$ cat src/rtl/ctrl_pkg.sv
// rtl/ctrl_pkg.sv - shared control-unit state encodings, strobe bundle and ALU opcode
package ctrl_pkg;

   // One-hot sequencer states; any other encoding is treated as illegal.
   typedef enum logic [5:0] {
      IDLE = 6'b000001,
      T3   = 6'b000010,
      T4   = 6'b000100,
      T5   = 6'b001000,
      T6   = 6'b010000,
      FIN  = 6'b100000
   } state_t;

   // ALU opcode for ADD, shared by every controller that drives the ALU.
   localparam logic [4:0] ALU_OP_ADD = 5'b00011;

   // Control strobes produced by the branch sequencer for one cycle.
   typedef struct packed {
      logic gra;
      logic r_out;
      logic con_en;
      logic pc_out;
      logic y_in;
      logic c_out;
      logic alu_add;
      logic z_in;
      logic zlo_out;
      logic pc_in;
      logic busy;
      logic done;
   } strobes_t;

   // Strobes that belong to a given state; pc_in in T6 follows the latched condition.
   function automatic strobes_t decode_strobes(input state_t st, input logic cond);
      strobes_t s;
      s = '0;
      case (st)
         T3: begin
            s.gra    = 1'b1;
            s.r_out  = 1'b1;
            s.con_en = 1'b1;
            s.busy   = 1'b1;
         end
         T4: begin
            s.pc_out = 1'b1;
            s.y_in   = 1'b1;
            s.busy   = 1'b1;
         end
         T5: begin
            s.c_out   = 1'b1;
            s.alu_add = 1'b1;
            s.z_in    = 1'b1;
            s.busy    = 1'b1;
         end
         T6: begin
            s.zlo_out = 1'b1;
            s.pc_in   = cond;
            s.busy    = 1'b1;
         end
         FIN: begin
            s.busy = 1'b1;
            s.done = 1'b1;
         end
         default: s = '0;
      endcase
      return s;
   endfunction

endpackage

$ cat src/rtl/branch_sequencer.sv
// rtl/branch_sequencer.sv - T3..T6 control sequence for conditional branch instructions
module branch_sequencer
   import ctrl_pkg::*;
(
   input  logic        clock,
   input  logic        clear,
   input  logic        start,
   input  logic [31:0] IR,
   input  logic        con,
   output logic        gra,
   output logic        r_out,
   output logic        con_en,
   output logic        pc_out,
   output logic        y_in,
   output logic        c_out,
   output logic        alu_add,
   output logic        z_in,
   output logic        zlo_out,
   output logic        pc_in,
   output logic        busy,
   output logic        done,
   output logic        taken
);

   state_t   state_q, state_d;
   strobes_t out_q, out_d;
   logic     cond_q;
   logic     taken_q;

   // IR is decoded by the datapath (condition field, immediate); the sequencer never looks at it.
   logic unused_ir;
   assign unused_ir = ^IR;

   // Next-state decode and the strobes for the state being entered, so outputs come straight from flops.
   always_comb begin
      state_d = IDLE;
      case (state_q)
         IDLE:    state_d = start ? T3 : IDLE;
         T3:      state_d = T4;
         T4:      state_d = T5;
         T5:      state_d = T6;
         T6:      state_d = FIN;
         FIN:     state_d = IDLE;
         default: state_d = IDLE;
      endcase
      out_d = decode_strobes(state_d, cond_q);
   end

   // State and output registers; clear wipes every strobe immediately so a half-done branch never loads PC.
   always_ff @(posedge clock or negedge clear) begin
      if (!clear) begin
         state_q <= IDLE;
         out_q   <= '0;
      end else begin
         state_q <= state_d;
         out_q   <= out_d;
      end
   end

   // Condition is only trusted at the end of T4, one cycle after the con_en rising edge in T3.
   always_ff @(posedge clock or negedge clear) begin
      if (!clear) begin
         cond_q <= 1'b0;
      end else if (state_q == T4) begin
         cond_q <= con;
      end
   end

   // Branch outcome is published on entry to FIN and held until the next completion.
   always_ff @(posedge clock or negedge clear) begin
      if (!clear) begin
         taken_q <= 1'b0;
      end else if (state_d == FIN) begin
         taken_q <= cond_q;
      end
   end

   assign gra     = out_q.gra;
   assign r_out   = out_q.r_out;
   assign con_en  = out_q.con_en;
   assign pc_out  = out_q.pc_out;
   assign y_in    = out_q.y_in;
   assign c_out   = out_q.c_out;
   assign alu_add = out_q.alu_add;
   assign z_in    = out_q.z_in;
   assign zlo_out = out_q.zlo_out;
   assign pc_in   = out_q.pc_in;
   assign busy    = out_q.busy;
   assign done    = out_q.done;
   assign taken   = taken_q;

endmodule

$ cat config.mk
export PLATFORM = sky130hd
export DESIGN_NAME = branch_sequencer
export DESIGN_NICKNAME = d
export VERILOG_FILES = /design/src/rtl/ctrl_pkg.sv /design/src/rtl/branch_sequencer.sv
export SDC_FILE = /design/constraint.sdc
export NUM_CORES = 1
export LEC_CHECK = 0
export CORE_MARGIN = 2
export CORE_UTILIZATION = 29
export CTS_CLUSTER_SIZE = 8
export DETAILED_ROUTE_END_ITERATION = 6
export MAX_ROUTING_LAYER = met4
export PLACE_DENSITY = 0.71
export SKIP_CTS_REPAIR_TIMING = 1
export SYNTH_ARGS = -nofsm -noshare
export SYNTH_HDL_FRONTEND = slang
export SYNTH_SLANG_ARGS = --single-unit
$ cat constraint.sdc
create_clock -name clock -period 1.4 [get_ports clock]
set_input_delay 0.21 -clock clock [delete_from_list [all_inputs] [get_ports clock]]
set_output_delay 0.21 -clock clock [all_outputs]
set_load 0.05 [all_outputs]
==> impl_metrics.ini, run 1 <==
[synth]
synth-seq-cells = 15
syn_avg_cell_area_um2 = 12.8
synth_cell_types = 24
synthesis.nets = 85
syn_area_um2 = 626
synth_cells = 49
yosysWarnings = 0
ys_seq_area_share_pct = 60.2

[sta]
tightest_slew_ns = 0.314
final-max-slew-violation-count = 0
max_freq_mhz = 645
relSlewSlack_pct = 78.9
rsz0062_at_grt = true
hold_viol = 0
fin_setup_tns_ns = -0.228
finClkSkew_ns = 0.00123
layout_worst_path_cycle_share_pct = 111
timing.final.ws_setup_ns = -0.151
min_period_ns = 1.55
timing.hold.ws_ns = 0.240
setup_viol_count_final = 3

[detailed_routing]
antenna_left = 0
vias = 449
wl_mm = 1.14
drc = 0
first_pass_iters = 4
avgRoutedWirePerCell_um = 11.7
drt_iter0_markers = 2
detail_route.vias_per_cell = 4.58

[worst_setup_path]
cp.arrival_ns = 1.73
worst-r2r-cell-count = 3
criticalPathCategory = reg -> reg
start_kind = flip-flop
crit_start = state_q[1]
cp-end-kind = flip-flop
crit_fanout = 3
cp.required_ns = 1.58
rr_startpoint = state_q[1]

[finish]
most-common-layout-cells = dfrtp_1, buf_12, buf_4
seq_area_um2 = 377
antenna_cells = 0
final_layout_size_suffix_gt1_share_pct = 45.1
fillers = 175
syn2layout_area_growth_pct = 62.4
multi_input_area_um2 = 218
final_common_cell = dfrtp_1
layout.nets = 108

[grt]
grt_usage_pct = 10.7
antenna_found_initial = 0
grt_overflow = 0
grt_pass1_wl_mm = 1.88
grt_max_degree = 16
grt_pass1_vias = 444

[clock_tree]
cts.sinks = 15
cts-root-buf = clkbuf_4
clk_latency_ns = 0.29
clockBufferDepth = 2
h-tree-depth = 1
cts_made_buffers = 3
cts_tree = yes
clkTransAtPathRegs_ns = 0.08

[placement]
place_hpwl_um = 864
finalWeightedCongestion = 0.758
io_buffers = 16

[power]
sw_frac_of_total_pct = 37.0
ir_worst_vdd_v = 0.000750
power_density_nw_per_um2 = 1710
comb_power_share_pct = 50.0
seqPwrFrac_pct = 35.7
power_switching_uw = 642
clock_power_share_pct = 14.3
p_leak_uw = 0.000449
p_int_uw = 1090

[floorplan]
die_h_um = 50.4
die_x_um = 50.4
ioPinCount = 49
die-area_um2 = 2540
core-area_um2 = 2000
initial_utilization_pct = 31.3
fp-row-count = 16

[min_path]
hp-class = in -> async

[run]
drv_cap = 0

[run_status]
violations = negative setup slack
status = finished with violations
## final timing paths
check	to	slack (ns)
max in group asynchronous	state_q[0]	0.92
min	zlo_out	0.24
min in group clock	pc_in	0.53
min reg2reg	pc_in	0.53
max reg2reg	taken	-0.15
max	taken	-0.15
## power groups by stage
| stage | clock (µW) | sequential, µW | combinational (µW) |
|---|---|---|---|
| after floorplan | 0 | 704 | 344 |
| after global placement | 0 | 620 | 812 |
| after detailed placement | 0 | 623 | 824 |
| after CTS | 257 | 616 | 826 |
| after global routing | 271 | 632 | 909 |
| final | 248 | 619 | 866 |
## critical path, cell delays in order (launching register included)
cell and delay (ns):
dfrtp_1 0.40, or4_4 0.56, nor3_4 0.16, mux2_4 0.32
## synth_stat cells, drive strengths merged
cell | instances | share of area, %
dfrtp | 14 | 56
buf | 6 | 6.8
nor2b | 5 | 5.0
nor4 | 4 | 5.0
nor3 | 3 | 4.2
mux2 | 2 | 3.6
nand2b | 2 | 2.0
or4 | 2 | 3.0
a21o | 1 | 1.2
a21oi | 1 | 0.80
a311o | 1 | 1.6
and2 | 1 | 1.0
and3b | 1 | 1.4
clkbuf | 1 | 0.60
dfstp | 1 | 4.2
inv | 1 | 0.60
o21a | 1 | 1.2
o21ai | 1 | 0.80
or2 | 1 | 1.0
## metrics by stage
| step | setup slack [ns] | util [%] | total power [µW] | instances | area (µm²) |
|---|---|---|---|---|---|
| global placement | -0.129 | 48.1 | 1430 | 93 | 963 |
| detailed placement | -0.155 | 48.1 | 1450 | 93 | 963 |
| CTS | -0.182 | 49.4 | 1700 | 97 | 990 |
| finish | -0.151 | 50.7 | 1730 | 98 | 1020 |
| floorplan | -0.0890 | - | 1050 | 49 | 626 |
| global route | -0.190 | 50.7 | 1810 | 98 | 1020 |
## routing by layer
layer | track usage, % | wire (µm) | up-vias
met1 | 10.5 | 462 | 217
met4 | 9.46 | 42 | 0
li1 | - | - | 208
met5 | - | 0 | -
met3 | 3.27 | 71 | 6
met2 | 17.1 | 567 | 18
## cell families (layout without fill, tap and decap cells)
logic type | after synthesis | in the layout | synth area share, %
multiplexers | 2 | 2 | 3.60
flip-flops | 15 | 15 | 60.2
AND/OR/NAND/NOR | 19 | 19 | 22.6
buffers and inverters | 8 | 30 | 8.00
AO/OA/AOI/OAI | 5 | 5 | 5.60
## layout make-up
| cell class | count | share of cell area, % |
|---|---|---|
| clock buffers | 4 | 2.59 |
| inverters | 1 | 0.369 |
| repair buffers | 25 | 35.2 |
| well taps | 27 | 3.33 |
| flip-flops and latches | 15 | 37.1 |
| multi-input cells | 26 | 21.4 |
## sequential cells by signal (all words and copies together), names as in the netlist
register  flops
taken         1
con_en        1
zlo_out       1
pc_out        1
state_q       6
alu_add       1
done          1
pc_in         1
busy          1
cond_q        1
(Power assumes the default switching activity.)
==> run 2, diff against run 1 <==
--- a/config.mk
+++ b/config.mk
@@ -5,6 +5,7 @@
 export SDC_FILE = /design/constraint.sdc
 export NUM_CORES = 1
 export LEC_CHECK = 0
+export CORE_ASPECT_RATIO = 1.5
 export CORE_MARGIN = 2
 export CORE_UTILIZATION = 29
 export CTS_CLUSTER_SIZE = 8
==> impl_metrics.ini, run 2 (synthesis gave the netlist of run 1 again) <==
[worst_setup_path]
worst-r2r-cell-count = 3
critPathSlowestCell = or4_4
crit_path_end = taken
cp.arrival_ns = 1.74
critPathMaxStageDelay_ns = 0.57
critPathBufInv = 0
criticalPathCategory = reg -> reg
r2r_end = taken
crit_fanout = 3
cp-end-kind = flip-flop
cp.depth = 3
rr_startpoint = state_q[1]
cp.required_ns = 1.57
ff2ff_setup_slack_ns = -0.16
cp_top_family = simple AND/OR/NAND/NOR gates
worstPathCellList = or4_4, nor3_4, mux2_4
crit_start = state_q[1]
start_kind = flip-flop

[clock_tree]
clockBufferDepth = 2
cts-root-buf = clkbuf_4
clkTransAtPathRegs_ns = 0.09
cts_tree = yes
h-tree-depth = 1
clk_latency_ns = 0.28
cts.sinks = 15
cts_made_buffers = 3

[finish]
regMostFlops = state_q
antenna_cells = 0
layout.nets = 111
final_layout_size_suffix_gt1_share_pct = 50.0
most-common-layout-cells = dfrtp_1, buf_12, buf_4
largest_reg_flops = 6
final_core_util_pct = 51.5
syn2layout_area_growth_pct = 66.8
final_common_cell = dfrtp_1

[floorplan]
ioPinCount = 49
die_h_um = 60.9
die_x_um = 41.9
initial_utilization_pct = 30.9
die-area_um2 = 2550
fp-row-count = 20
core-area_um2 = 2030

[detailed_routing]
first_pass_iters = 2
drc = 0
detail_route.vias_per_cell = 4.83
drt_iter0_markers = 1
vias = 464
antenna_left = 0
wl_mm = 1.23
avgRoutedWirePerCell_um = 12.9

[power]
power_density_nw_per_um2 = 1700
p_leak_uw = 0.000467
ir_worst_vdd_v = 0.000909

[placement]
io_buffers = 16
dp_slack_ns = -0.158
place_hpwl_um = 918
finalWeightedCongestion = 0.815

[sta]
timing.hold.ws_ns = 0.187
hold_viol = 0
finClkSkew_ns = 0.00292
setup_viol_count_final = 1
rsz0062_at_grt = true
relSlewSlack_pct = 77.0
min_period_ns = 1.56
final-max-slew-violation-count = 0
tightest_slew_ns = 0.343
layout_worst_path_cycle_share_pct = 112
timing.final.ws_setup_ns = -0.164
max_freq_mhz = 639

[grt]
grt_max_degree = 9
grt_usage_pct = 11.1
grt_overflow = 0
grt_pass1_wl_mm = 2.01
antenna_found_initial = 0
grt_pass1_vias = 497

[run_status]
status = finished with violations
violations = negative setup slack

[min_path]
hp-class = in -> async

[run]
drv_cap = 0
## run 2: worst min-delay path by stage
stage / slack [ns] / to / depth (start not counted) / startpoint
final: 0.19 / state_q[5] / 1 / clear
after global routing: 0.21 / taken / 1 / clear
after CTS: 0.19 / state_q[5] / 1 / clear
after detailed placement: 0.51 / taken / 1 / clear
after global placement: 0.48 / pc_in / 1 / cond_q
after floorplan: -0.09 / alu_add / 0 / clear
## run 2: layout make-up
cell class                 count  area (µm²)
inverter                       1        3.75
multi-input combinational     26         229
fill                         160         983
clock buffer                   4        26.3
tap                           22        27.5
timing repair buffer          28         380
sequential                    15         377
## run 2: through the flow
stage / power, µW / instance area (µm²) / std cells / setup TNS, ns
2_1_floorplan: 1050 / 626 / 49 / -0.0890
3_3_place_gp: 1430 / 972 / 90 / -0.158
3_5_place_dp: 1460 / 972 / 90 / -0.208
4_1_cts: 1710 / 998 / 94 / -0.260
5_1_grt: 1840 / 1040 / 96 / -0.229
6_report: 1770 / 1040 / 96 / -0.164
## run 2: per-layer routing
metal	wire length (µm)	GRT usage, %
met5	0	-
met4	31	6.91
met2	732	22.3
met3	51	1.79
met1	418	9.14
## run 2: power breakdown
group / internal, µW / switching, µW / total, µW
Clock: 111 / 135 / 246
Combinational: 472 / 432 / 904
Sequential: 525 / 97.3 / 623
Total: 1110 / 664 / 1770
==> variant, RTL diff (config.mk and constraints of run 1) <==
Register the output `zlo_out`, with the module's reset; this adds one clock of latency there. The other outputs are not delayed to match.
--- a/src/rtl/branch_sequencer.sv
+++ b/src/rtl/branch_sequencer.sv
@@ -22,4 +22,6 @@
    output logic        taken
 );
+
+   logic zlo_d;
 
    state_t   state_q, state_d;
@@ -84,5 +86,5 @@
    assign alu_add = out_q.alu_add;
    assign z_in    = out_q.z_in;
-   assign zlo_out = out_q.zlo_out;
+   assign zlo_d = out_q.zlo_out;
    assign pc_in   = out_q.pc_in;
    assign busy    = out_q.busy;
@@ -90,4 +92,12 @@
    assign taken   = taken_q;
 
+   always_ff @(posedge clock or negedge clear) begin
+      if (!clear) begin
+         zlo_out <= '0;
+      end else begin
+         zlo_out <= zlo_d;
+      end
+   end
+
 endmodule
 
Formal check against the unedited RTL: not equivalent (Yosys sat finds a counterexample within 10 cycles, from zero or initial values).
==> variant against run 1 <==
  * The run still ends with setup timing left
  * Sequential cell count is 1 higher
  * Worst setup slack better by 93 ps
  * Power up 2.4%
  * Largest power group unchanged
  * Wire length rose by 4.4%
  * Combinational power down 8.0%
  * Synthesized area up 1.8%
  * Clock skew is 2.1 ps higher
  * Hold slack got worse by 60 ps
  * Design area did not move
==> variant: results (changes against run 1) <==
- ranking of synthesized cells by instance count: 15 x dfrtp_1, 7 x nor2_1, 5 x buf_4
- worst clock skew: 3.37 ps, +2.14 ps
- Max Fanout on Critical Path: 5, +2
- routed wl met2: 625 µm, +10%
- crit path setup slack, layout: -58.0 ps, +93.3 ps
- met1 Track Usage GR: 10.8%, +0.28 points
- layout net count: 106, -1.9%
- final std cells w/o fill: 96, -2.0%
- final design instance area without fill: 1020 µm², unchanged
- count of final setup violators: 4, +1
- Cell variety after synth: 22, -8.3%
- RD Place Congestion: 0.818, +7.9%
- wire length reported by the detailed router: 1190 µm, +4.4%
- worst supply voltage drop on vdd: 0.939 mV, +25%
- sum of met3 wire segment lengths after detailed routing: 86 µm, +21%
- Filler cells: 179, +2.3%
- vias in the first global route: 455, +2.5%
- met3 demand-to-capacity share in global routing: 3.51%, +0.23 points
- violated checks: setup timing
- run status: finished, violations left
- pin count of the biggest net entering global routing: 10, -6
- worst slack after detailed placement: -183 ps, -28.2 ps
- Crit-path slowest cell: dfstp_2
- net count after synthesis: 84, -1.2%
- DRT met1 WL: 447 µm, -3.2%
==> variant: changes by cell type after synthesis, moves of 2 or more <==
cell / change
nor2_1: +7
and3_1: +2
nor4_1: -3
nand2b_1: -2
nor2b_1: -5
and4b_1: +2
==> variant: power by group through the flow <==
stage	clock [mW]	combinational, mW	sequential, mW
after floorplan	0	0.328	0.754
after global placement	0	0.769	0.673
after detailed placement	0	0.791	0.679
after CTS	0.314	0.792	0.672
after global routing	0.326	0.835	0.691
final	0.301	0.797	0.675
==> variant: cells by family (layout without fill, tap and decap cells) <==
group	Yosys count	in the layout	share of synthesized area, %
AO/OA/AOI/OAI	5	5	6.48
multiplexers	2	2	3.54
buffers and inverters	6	27	6.48
AND/OR/NAND/NOR	19	19	20.4
flip-flops	16	16	63.1
==> variant: worst max path at each step <==
stage / end / cells past startpoint
after global placement: busy / 4
after global routing: state_q[0] / 3
after CTS: cond_q / 3
final: state_q[0] / 3
after floorplan: cond_q / 3
after detailed placement: busy / 4
==> variant: area by class of cell <==
| type | instances | area, µm² | area share, % |
|---|---|---|---|
| repair buffers | 22 | 335 | 33.0 |
| clock buffers | 4 | 36.3 | 3.57 |
| well taps | 27 | 33.8 | 3.33 |
| multi-input cells | 26 | 205 | 20.2 |
| flip-flops and latches | 16 | 402 | 39.5 |
| inverters | 1 | 3.75 | 0.369 |
==> variant: stage by stage <==
| stage | TNS, ps | power, mW | utilization [%] |
|---|---|---|---|
| 6_report | -101 | 1.77 | 50.2 |
| 5_1_grt | -333 | 1.85 | 50.2 |
| 4_1_cts | -318 | 1.78 | 49.3 |
| 3_5_place_dp | -462 | 1.47 | 47.5 |
| 3_3_place_gp | -348 | 1.44 | 47.5 |
| 2_1_floorplan | 0 | 1.08 | - |
